File: src/rtl/sv32_pkg.sv
// ============================================================================
// sv32_pkg : shared types and PTE field positions for the Sv32 page-table walker
// Rev 1.0
// ============================================================================
`default_nettype none

package sv32_pkg;

  typedef enum logic [2:0] {
    ST_IDLE   = 3'd0,
    ST_L1_REQ = 3'd1,
    ST_L0_REQ = 3'd2,
    ST_DONE   = 3'd3,
    ST_DRAIN  = 3'd4
  } ptw_state_e;

  localparam int PTE_V         = 0;
  localparam int PTE_R         = 1;
  localparam int PTE_W         = 2;
  localparam int PTE_X         = 3;
  localparam int PTE_U         = 4;
  localparam int PTE_G         = 5;
  localparam int PTE_A         = 6;
  localparam int PTE_D         = 7;
  localparam int PTE_PPN_LSB   = 10;
  localparam int PTE_PPN_MSB   = 31;
  localparam int PAGE_SHIFT    = 12;
  localparam int PTE_SIZE_LOG2 = 2;

  typedef struct packed {
    logic [21:0] ppn;
    logic        u;
    logic        w;
    logic        r;
    logic        x;
    logic        g;
    logic        sup;
  } leaf_t;

endpackage

`default_nettype wire

File: src/rtl/sv32_pte_decode.sv
// ============================================================================
// sv32_pte_decode : structural classification of one Sv32 PTE at either level.
// Macro SV32_PTW_SUPERPAGE_EN: accept aligned level-1 leaves as megapages.
// Rev 1.0
// ============================================================================
`default_nettype none

module sv32_pte_decode
  import sv32_pkg::*;
(
  input  logic [31:0] pte,
  input  logic        level1,
  input  logic        write,
  output logic        invalid,
  output logic        pointer,
  output logic        leaf_ok,
  output logic        fault
);

  logic leaf;
  logic misaligned;
  logic ad_fault;
  logic super_fault;
  logic unused_bits;

  assign unused_bits = ^{pte[31:20], pte[9:8], pte[PTE_G], pte[PTE_U]};

  always_comb begin
    invalid    = !pte[PTE_V] || (!pte[PTE_R] && pte[PTE_W]);
    pointer    = !invalid && !pte[PTE_R] && !pte[PTE_X];
    leaf       = !invalid && !pointer;
    misaligned = level1 && (pte[PTE_PPN_LSB +: 10] != 10'd0);
    // Accessed/dirty are never updated in hardware, so a clear bit is a fault.
    ad_fault   = !pte[PTE_A] || (write && !pte[PTE_D]);
`ifdef SV32_PTW_SUPERPAGE_EN
    super_fault = 1'b0;
`else
    super_fault = level1;
`endif
    leaf_ok    = leaf && !misaligned && !ad_fault && !super_fault;
    // Excludes invalid; a pointer is only legal at level 1.
    fault      = (pointer && !level1) || (leaf && !leaf_ok);
  end

endmodule

`default_nettype wire

File: src/rtl/sv32_ptw.sv
// ============================================================================
// sv32_ptw : two-level Sv32 hardware page-table walker feeding the TLB fill.
// Macro SV32_PTW_SUPERPAGE_EN: level-1 leaves become 4 MiB megapages.
// Rev 1.0
// ============================================================================
`default_nettype none

module sv32_ptw
  import sv32_pkg::*;
#(
  parameter int PA_W = 34
) (
  input  logic            clk,
  input  logic            rst,
  input  logic [21:0]     satp_ppn,
  input  logic            flush,
  input  logic            walk_req,
  input  logic [19:0]     walk_vpn,
  input  logic            walk_write,
  output logic            walk_busy,
  output logic            walk_done,
  output logic            walk_pf,
  output logic            walk_af,
  output logic [21:0]     pte_ppn,
  output logic            pte_u,
  output logic            pte_w,
  output logic            pte_r,
  output logic            pte_x,
  output logic            pte_g,
  output logic            pte_super,
  output logic            mem_req,
  output logic [PA_W-1:0] mem_addr,
  input  logic            mem_ack,
  input  logic [31:0]     mem_rdata,
  input  logic            mem_err
);

  ptw_state_e      state_q, state_d;
  logic [9:0]      vpn0_q, vpn0_d;
  logic            write_q, write_d;
  logic [PA_W-1:0] mem_addr_q, mem_addr_d;
  logic            pf_q, pf_d;
  logic            af_q, af_d;
  leaf_t           leaf_q, leaf_d;

  logic level1;
  logic dec_invalid, dec_pointer, dec_leaf_ok, dec_fault;

  assign level1 = (state_q == ST_L1_REQ);

  sv32_pte_decode u_decode (
    .pte     (mem_rdata),
    .level1  (level1),
    .write   (write_q),
    .invalid (dec_invalid),
    .pointer (dec_pointer),
    .leaf_ok (dec_leaf_ok),
    .fault   (dec_fault)
  );

  always_comb begin
    state_d    = state_q;
    vpn0_d     = vpn0_q;
    write_d    = write_q;
    mem_addr_d = mem_addr_q;
    pf_d       = pf_q;
    af_d       = af_q;
    leaf_d     = leaf_q;
    case (state_q)
      ST_IDLE: begin
        if (walk_req) begin
          state_d    = ST_L1_REQ;
          vpn0_d     = walk_vpn[9:0];
          write_d    = walk_write;
          // Index lands in the zeroed page-offset bits, so the add never carries.
          mem_addr_d = (PA_W'(satp_ppn) << PAGE_SHIFT)
                     + (PA_W'(walk_vpn[19:10]) << PTE_SIZE_LOG2);
          pf_d       = 1'b0;
          af_d       = 1'b0;
          leaf_d     = '0;
        end
      end
      ST_L1_REQ, ST_L0_REQ: begin
        if (mem_ack) begin
          if (flush) begin
            state_d = ST_IDLE;
          end else if (mem_err) begin
            af_d    = 1'b1;
            state_d = ST_DONE;
          end else if (dec_invalid || dec_fault) begin
            pf_d    = 1'b1;
            state_d = ST_DONE;
          end else if (dec_pointer) begin
            state_d    = ST_L0_REQ;
            mem_addr_d = (PA_W'(mem_rdata[PTE_PPN_MSB:PTE_PPN_LSB]) << PAGE_SHIFT)
                       + (PA_W'(vpn0_q) << PTE_SIZE_LOG2);
          end else if (dec_leaf_ok) begin
            state_d    = ST_DONE;
            leaf_d.ppn = mem_rdata[PTE_PPN_MSB:PTE_PPN_LSB];
            leaf_d.u   = mem_rdata[PTE_U];
            leaf_d.w   = mem_rdata[PTE_W];
            leaf_d.r   = mem_rdata[PTE_R];
            leaf_d.x   = mem_rdata[PTE_X];
            leaf_d.g   = mem_rdata[PTE_G];
`ifdef SV32_PTW_SUPERPAGE_EN
            leaf_d.sup = level1;
`else
            leaf_d.sup = 1'b0;
`endif
          end
        end else if (flush) begin
          // The outstanding read cannot be withdrawn; wait it out in DRAIN.
          state_d = ST_DRAIN;
        end
      end
      ST_DONE:  state_d = ST_IDLE;
      ST_DRAIN: if (mem_ack) state_d = ST_IDLE;
      default:  state_d = ST_IDLE;
    endcase
  end

  always_ff @(posedge clk) begin
    if (rst) begin
      state_q    <= ST_IDLE;
      vpn0_q     <= '0;
      write_q    <= 1'b0;
      mem_addr_q <= '0;
      pf_q       <= 1'b0;
      af_q       <= 1'b0;
      leaf_q     <= '0;
    end else begin
      state_q    <= state_d;
      vpn0_q     <= vpn0_d;
      write_q    <= write_d;
      mem_addr_q <= mem_addr_d;
      pf_q       <= pf_d;
      af_q       <= af_d;
      leaf_q     <= leaf_d;
    end
  end

  assign walk_busy = (state_q != ST_IDLE);
  assign walk_done = (state_q == ST_DONE);
  assign walk_pf   = walk_done && pf_q;
  assign walk_af   = walk_done && af_q;
  assign mem_req   = (state_q == ST_L1_REQ) || (state_q == ST_L0_REQ) || (state_q == ST_DRAIN);
  assign mem_addr  = mem_addr_q;
  assign pte_ppn   = leaf_q.ppn;
  assign pte_u     = leaf_q.u;
  assign pte_w     = leaf_q.w;
  assign pte_r     = leaf_q.r;
  assign pte_x     = leaf_q.x;
  assign pte_g     = leaf_q.g;
  assign pte_super = leaf_q.sup;

endmodule

`default_nettype wire

File: config.mk
export PLATFORM = sky130hd
export DESIGN_NAME = sv32_ptw
export DESIGN_NICKNAME = d
export VERILOG_FILES = /design/src/rtl/sv32_pkg.sv /design/src/rtl/sv32_pte_decode.sv /design/src/rtl/sv32_ptw.sv
export SDC_FILE = /design/constraint.sdc
export NUM_CORES = 1
export LEC_CHECK = 0
export CAP_MARGIN = 40
export CORE_ASPECT_RATIO = 0.75
export CORE_MARGIN = 2
export CORE_UTILIZATION = 42
export CTS_BUF_LIST = sky130_fd_sc_hd__clkbuf_4 sky130_fd_sc_hd__clkbuf_8 sky130_fd_sc_hd__clkbuf_16
export CTS_CLUSTER_DIAMETER = 120
export CTS_CLUSTER_SIZE = 20
export DETAILED_ROUTE_END_ITERATION = 6
export GPL_TIMING_DRIVEN = 0
export HOLD_SLACK_MARGIN = 0.12
export PLACE_DENSITY_LB_ADDON = 0.1
export SLEW_MARGIN = 15
export SYNTH_ARGS = -nofsm -noshare
export SYNTH_HDL_FRONTEND = slang
export SYNTH_SLANG_ARGS = --single-unit
File: constraint.sdc
create_clock -name clk -period 3.6 [get_ports clk]
set_clock_uncertainty 0.2 [all_clocks]
set_input_delay 0.72 -clock clk [delete_from_list [all_inputs] [get_ports clk]]
set_output_delay 0.72 -clock clk [all_outputs]
set_load 0.02 [all_outputs]
==> results.py <==
metrics = {
    "sta": {
        "holdWs_ps": 262,
        "slew_viol_final": 0,
        "finalSetupViolations": 0,
        "hold_viol": 0,
        "finalCritPeriodShare_pct": 94.0,
        "tightest_slew_ps": 688,
        "rsz0062_at_grt": "false",
        "clock.fmax_mhz": 295,
        "fin_crit_ps": 3390,
        "max_slew_margin_pct": 54.1,
    },
    "worst_setup_path": {
        "worstSetupEndpointType": "output port",
        "crit_required_ps": 2680,
        "cp_slowest_cell": "clkdlybuf4s50_1",
        "critPathLaunchType": "flip-flop",
        "crit_fanout": 10,
        "worstPathArrival_ps": 2470,
        "slowest_delay_ps": 570,
        "cpMostUsedCell": "clkbuf_1",
        "worstPathCellList": "xor2_1 -> nand2b_1 -> clkbuf_1 -> clkbuf_1 -> nand2_1 -> clkdlybuf4s50_1",
        "critPathKind": "reg -> out",
        "critPathTopFamily": "buffers and inverters",
        "path_buf_inv": 3,
    },
    "route": {
        "wl_per_cell_um": 18.4,
        "first_pass_iters": 7,
        "final_antenna_net_count": 0,
        "via_count": 3959,
        "vias_per_cell": 5.92,
        "drtIter0Drc": 349,
        "drcViolationCount": 0,
        "routed_wl_um": 12300,
    },
    "clock_network": {
        "numCtsBuffers": 9,
        "cts_tree": "done",
        "path_clk_slew_ps": 80,
        "worstSkewPairLatency_ps": 340,
        "cts_buffer_depth": 2,
        "cts.sinks": 75,
        "ctsHoldBuffers": 0,
        "htreeDepth": 3,
        "cts_root_buf": "clkbuf_8",
        "post_cts_buffers": 0,
        "cts-resized-gates": 0,
    },
    "global_route": {
        "grt_pass1_wl_um": 18700,
        "grt_pass1_vias": 3659,
        "antenna_found_initial": 0,
        "track_usage_pct": 27.5,
        "grt-ovfl-total": 0,
        "grt_max_degree": 13,
    },
    "pwr": {
        "power_uw": 3860,
        "p_per_area_nw_per_um2": 743,
        "peakVddDrop_uv": 351,
        "leakagePower_uw": 0.00182,
    },
    "placed_design": {
        "place_area_um2": 4990,
        "dp_hpwl_um": 9160,
        "gp_congestion": 0.913,
        "portBuffers": 141,
    },
    "floorplanning": {
        "die_x_um": 108,
        "dieHeight_um": 82.3,
        "start_util_pct": 43.4,
        "rows": 28,
        "core_um2": 7920,
        "die-area_um2": 8920,
        "ios": 148,
    },
    "synthesis": {
        "ys_top_cells_by_area": "dfxtp_1 (44%), nand2_1 (9.7%), a311oi_1 (8.2%), o311ai_0 (6.9%), a31oi_1 (6.0%)",
        "syn_avg_cell_area_um2": 8.50,
        "synth_area_um2": 3430,
        "synthArstFlopShare_pct": 0,
        "synth-edff-count": 0,
        "yosys_warnings": 0,
        "synth_top_area_share_pct": 43.7,
        "synthCells": 404,
        "seq_area_frac_synth_pct": 43.7,
        "ys_types": 44,
        "yosys_most_used_dff": "dfxtp_1",
        "synth.ff_latch_count": 75,
        "yosys.area.top_type": "dfxtp_1",
    },
    "cells_and_area": {
        "fin_area_um2": 5200,
        "final_nets": 640,
        "drive_gt1_share_pct": 5.67,
        "area_growth_pct": 51.5,
        "antenna_cells": 0,
    },
    "run": {
        "maxCapViolations": 0,
    },
    "run_status": {
        "status": "completed",
    },
    "worst_hold_path": {
        "hold_class": "reg -> reg",
    },
}
-- power breakdown --
| group | internal [uW] | total (uW) | switching (uW) |
|---|---|---|---|
| combinational | 787 | 2000 | 1220 |
| sequential | 1040 | 1170 | 129 |
| clock | 375 | 686 | 311 |
| total | 2210 | 3860 | 1660 |
-- cell families (layout without fill, tap and decap cells) --
kind of cell              after synthesis  after routing  share of synthesized area, %
xor gates and xnor gates                1              1                         0.255
other                                   1              3                         0.109
muxes                                   1              1                         0.292
AOI/OAI and AO/OA                     151            151                          33.2
DFF                                    75             75                          43.7
buffers and inverters                  53            211                          6.92
and+or+nand+nor                       122            122                          15.5
-- metrics by stage --
stage / utilization (%) / setup WS [ps] / instances / setup TNS, ps
final: 65.7 / 215 / 669 / 0
after global routing: 65.7 / 92.9 / 669 / 0
after CTS: 65.7 / 220 / 669 / 0
after detailed placement: 63.0 / -3.50 / 653 / -3.50
after global placement: 62.9 / 26.2 / 652 / 0
after floorplan: - / 694 / 406 / 0
-- worst paths after layout --
check	cells past startpoint	slack, ps	start	to
worst max-delay path	6	210	state_q[1]	mem_req
worst min-delay path	2	260	vpn0_q[7]	vpn0_q[7]
worst min register to register	2	260	vpn0_q[7]	vpn0_q[7]
worst max register to register	7	970	state_q[0]	pte_ppn[15]
-- synthesized netlist by cell type, types with 2 or more instances --
cell	instances
nand2_1	89
dfxtp_1	75
clkbuf_1	40
a31oi_1	33
a311oi_1	32
o311ai_0	27
o31ai_1	25
a21oi_1	13
nor2_1	8
o21ai_0	7
nand3_1	5
buf_2	4
and2_1	3
buf_4	3
buf_6	3
nor2b_1	3
o21a_1	3
inv_1	2
nand2b_1	2
nor3_1	2
or3_1	2
-- metal layers --
metal | vias up | wire length [um] | track usage, %
li1 | 1851 | - | -
met1 | 1864 | 5330 | 36.1
met2 | 226 | 5650 | 45.1
met3 | 18 | 1130 | 6.36
met4 | 0 | 192 | 8.59
met5 | - | 0 | 0
-- layout by cell type, fill, tap and decap left out, types with 5 or more instances in the layout --
master / synthesis / routed
nor2_1: 8 / 8
o311ai_0: 27 / 27
buf_2: 4 / 5
nand3_1: 5 / 5
o21ai_0: 7 / 7
clkdlybuf4s50_1: 0 / 141
a311oi_1: 32 / 32
a31oi_1: 33 / 33
clkbuf_1: 40 / 40
clkbuf_8: 0 / 12
dfxtp_1: 75 / 75
nand2_1: 89 / 89
o31ai_1: 25 / 25
a21oi_1: 13 / 13
-- flip-flops by register name, summed over array words and instances, names as in the netlist, 3 cells and up --
register	count
pte_ppn	22
mem_addr	32
vpn0_q	10
state_q	3
-- final cells by class --
cell class              instances  area [um^2]
fillers                       720         2720
multi-input cells             278         1700
flip-flops and latches         75         1500
repair buffers                142         1420
plain buffers                  51          230
clock buffers                  12          165
well taps                     105          131
clock inverters                 4         47.5
inverters                       2         7.51
-- worst register-to-register path, cell delays in order (launching register included) --
cell and delay (ps):
dfxtp_1 390, clkbuf_1 330, nor3b_1 310, nor2_1 70, a21oi_1 570, clkbuf_1 390, o311ai_0 190, o31ai_1 110
Power figures use the tool's default switching activity.
==> variant, RTL diff (config.mk and constraints unchanged) <==
Make the reset (`rst`) asynchronous in one clocked block.
--- a/src/rtl/sv32_ptw.sv
+++ b/src/rtl/sv32_ptw.sv
@@ -119,7 +119,7 @@
     endcase
   end
 
-  always_ff @(posedge clk) begin
+  always_ff @(posedge clk or posedge rst) begin
     if (rst) begin
       state_q    <= ST_IDLE;
       vpn0_q     <= '0;
Behaviour: differs if rst is asserted again (counterexample within 4 cycles, from zero or initial values and one cycle with rst high); with rst held inactive, the same outputs for 4 cycles.
==> variant against the unedited design <==
- wire length shrank 20%
- fmax rose by 7.2%
- clock power shrank 2%
- sequential cell count is the same
- area after synthesis rose by 0.15%
- total power grew 21%
- first-iteration DRC count down 67%
- sequential power up 22%
- final area increased by 0.65%
- setup slack better by 0.23 ns
- global-route usage fell by 5.1 points
- critical endpoint unchanged
==> variant: results <==
metrics = {
    "status": {
        "status": "completed",
    },
    "detailed_routing": {
        "wirelength_um": 9885,
        "first_iter_violations": 116,
        "wl_met2_um": 4520,
        "vias": 3058,
        "wl_met1_um": 4595,
        "dr.pass1.iters": 4,
    },
    "worst_hold_path": {
        "min-delay-start": "pte_ppn[19]",
    },
    "synthesis": {
        "synth_cell_types": 37,
        "synth_xor_area_frac": 0,
        "ys_seq_area_frac": 0.5459,
        "synth_area_leaders": "dfrtp_1, a21oi_1, mux2_2",
        "synth_mux_area_frac": 0.1081,
    },
    "global_route": {
        "use_met3": 0.06593,
        "grt_util_all_layers": 0.2237,
        "met2_usage": 0.3506,
    },
    "cells_and_area": {
        "regArea_um2": 1877,
    },
    "power": {
        "leakagePower_nw": 2.270,
        "p_seq_mw": 1.43,
        "clockPowerShare": 0.145,
        "switching_share": 0.4083,
        "worst_ir_drop_vdd_mv": 0.4608,
    },
    "place": {
        "placed_cell_area_um2": 5029,
        "placed_cells": 582,
    },
    "floorplanning": {
        "die_w_um": 108.5,
    },
    "critical_path": {
        "arrival_ns": 2.24,
    },
    "sta": {
        "slew_headroom": 0.4897,
    },
}
## variant: worst register-to-register path, stage by stage (launching register included)
cell	delay (ns)
dfrtp_1	0.40
buf_2	0.19
or3b_1	0.43
and2_4	0.17
a21oi_4	0.25
o21a_1	0.18
buf_6	0.16
buf_6	0.17
mux2_1	0.34
## variant: worst paths after layout
check,end,depth (start not counted),slack (ns)
worst max-delay path,mem_req,5,0.44
worst min-delay path,pte_ppn[19],1,0.29
worst max register to register,pte_ppn[20],8,0.98
worst min register to register,pte_ppn[19],1,0.29
max in group asynchronous,mem_addr[27],3,2.13
min in group asynchronous,vpn0_q[2],2,0.49
## variant: layout make-up
class | count | area share
Buffer | 26 | 0.02772
Clock buffer | 11 | 0.02772
Clock inverter | 5 | 0.01171
Inverter | 10 | 0.007648
Multi-Input combinational cell | 223 | 0.2648
Sequential cell | 75 | 0.3585
Tap cell | 105 | 0.02510
Timing Repair Buffer | 143 | 0.2768
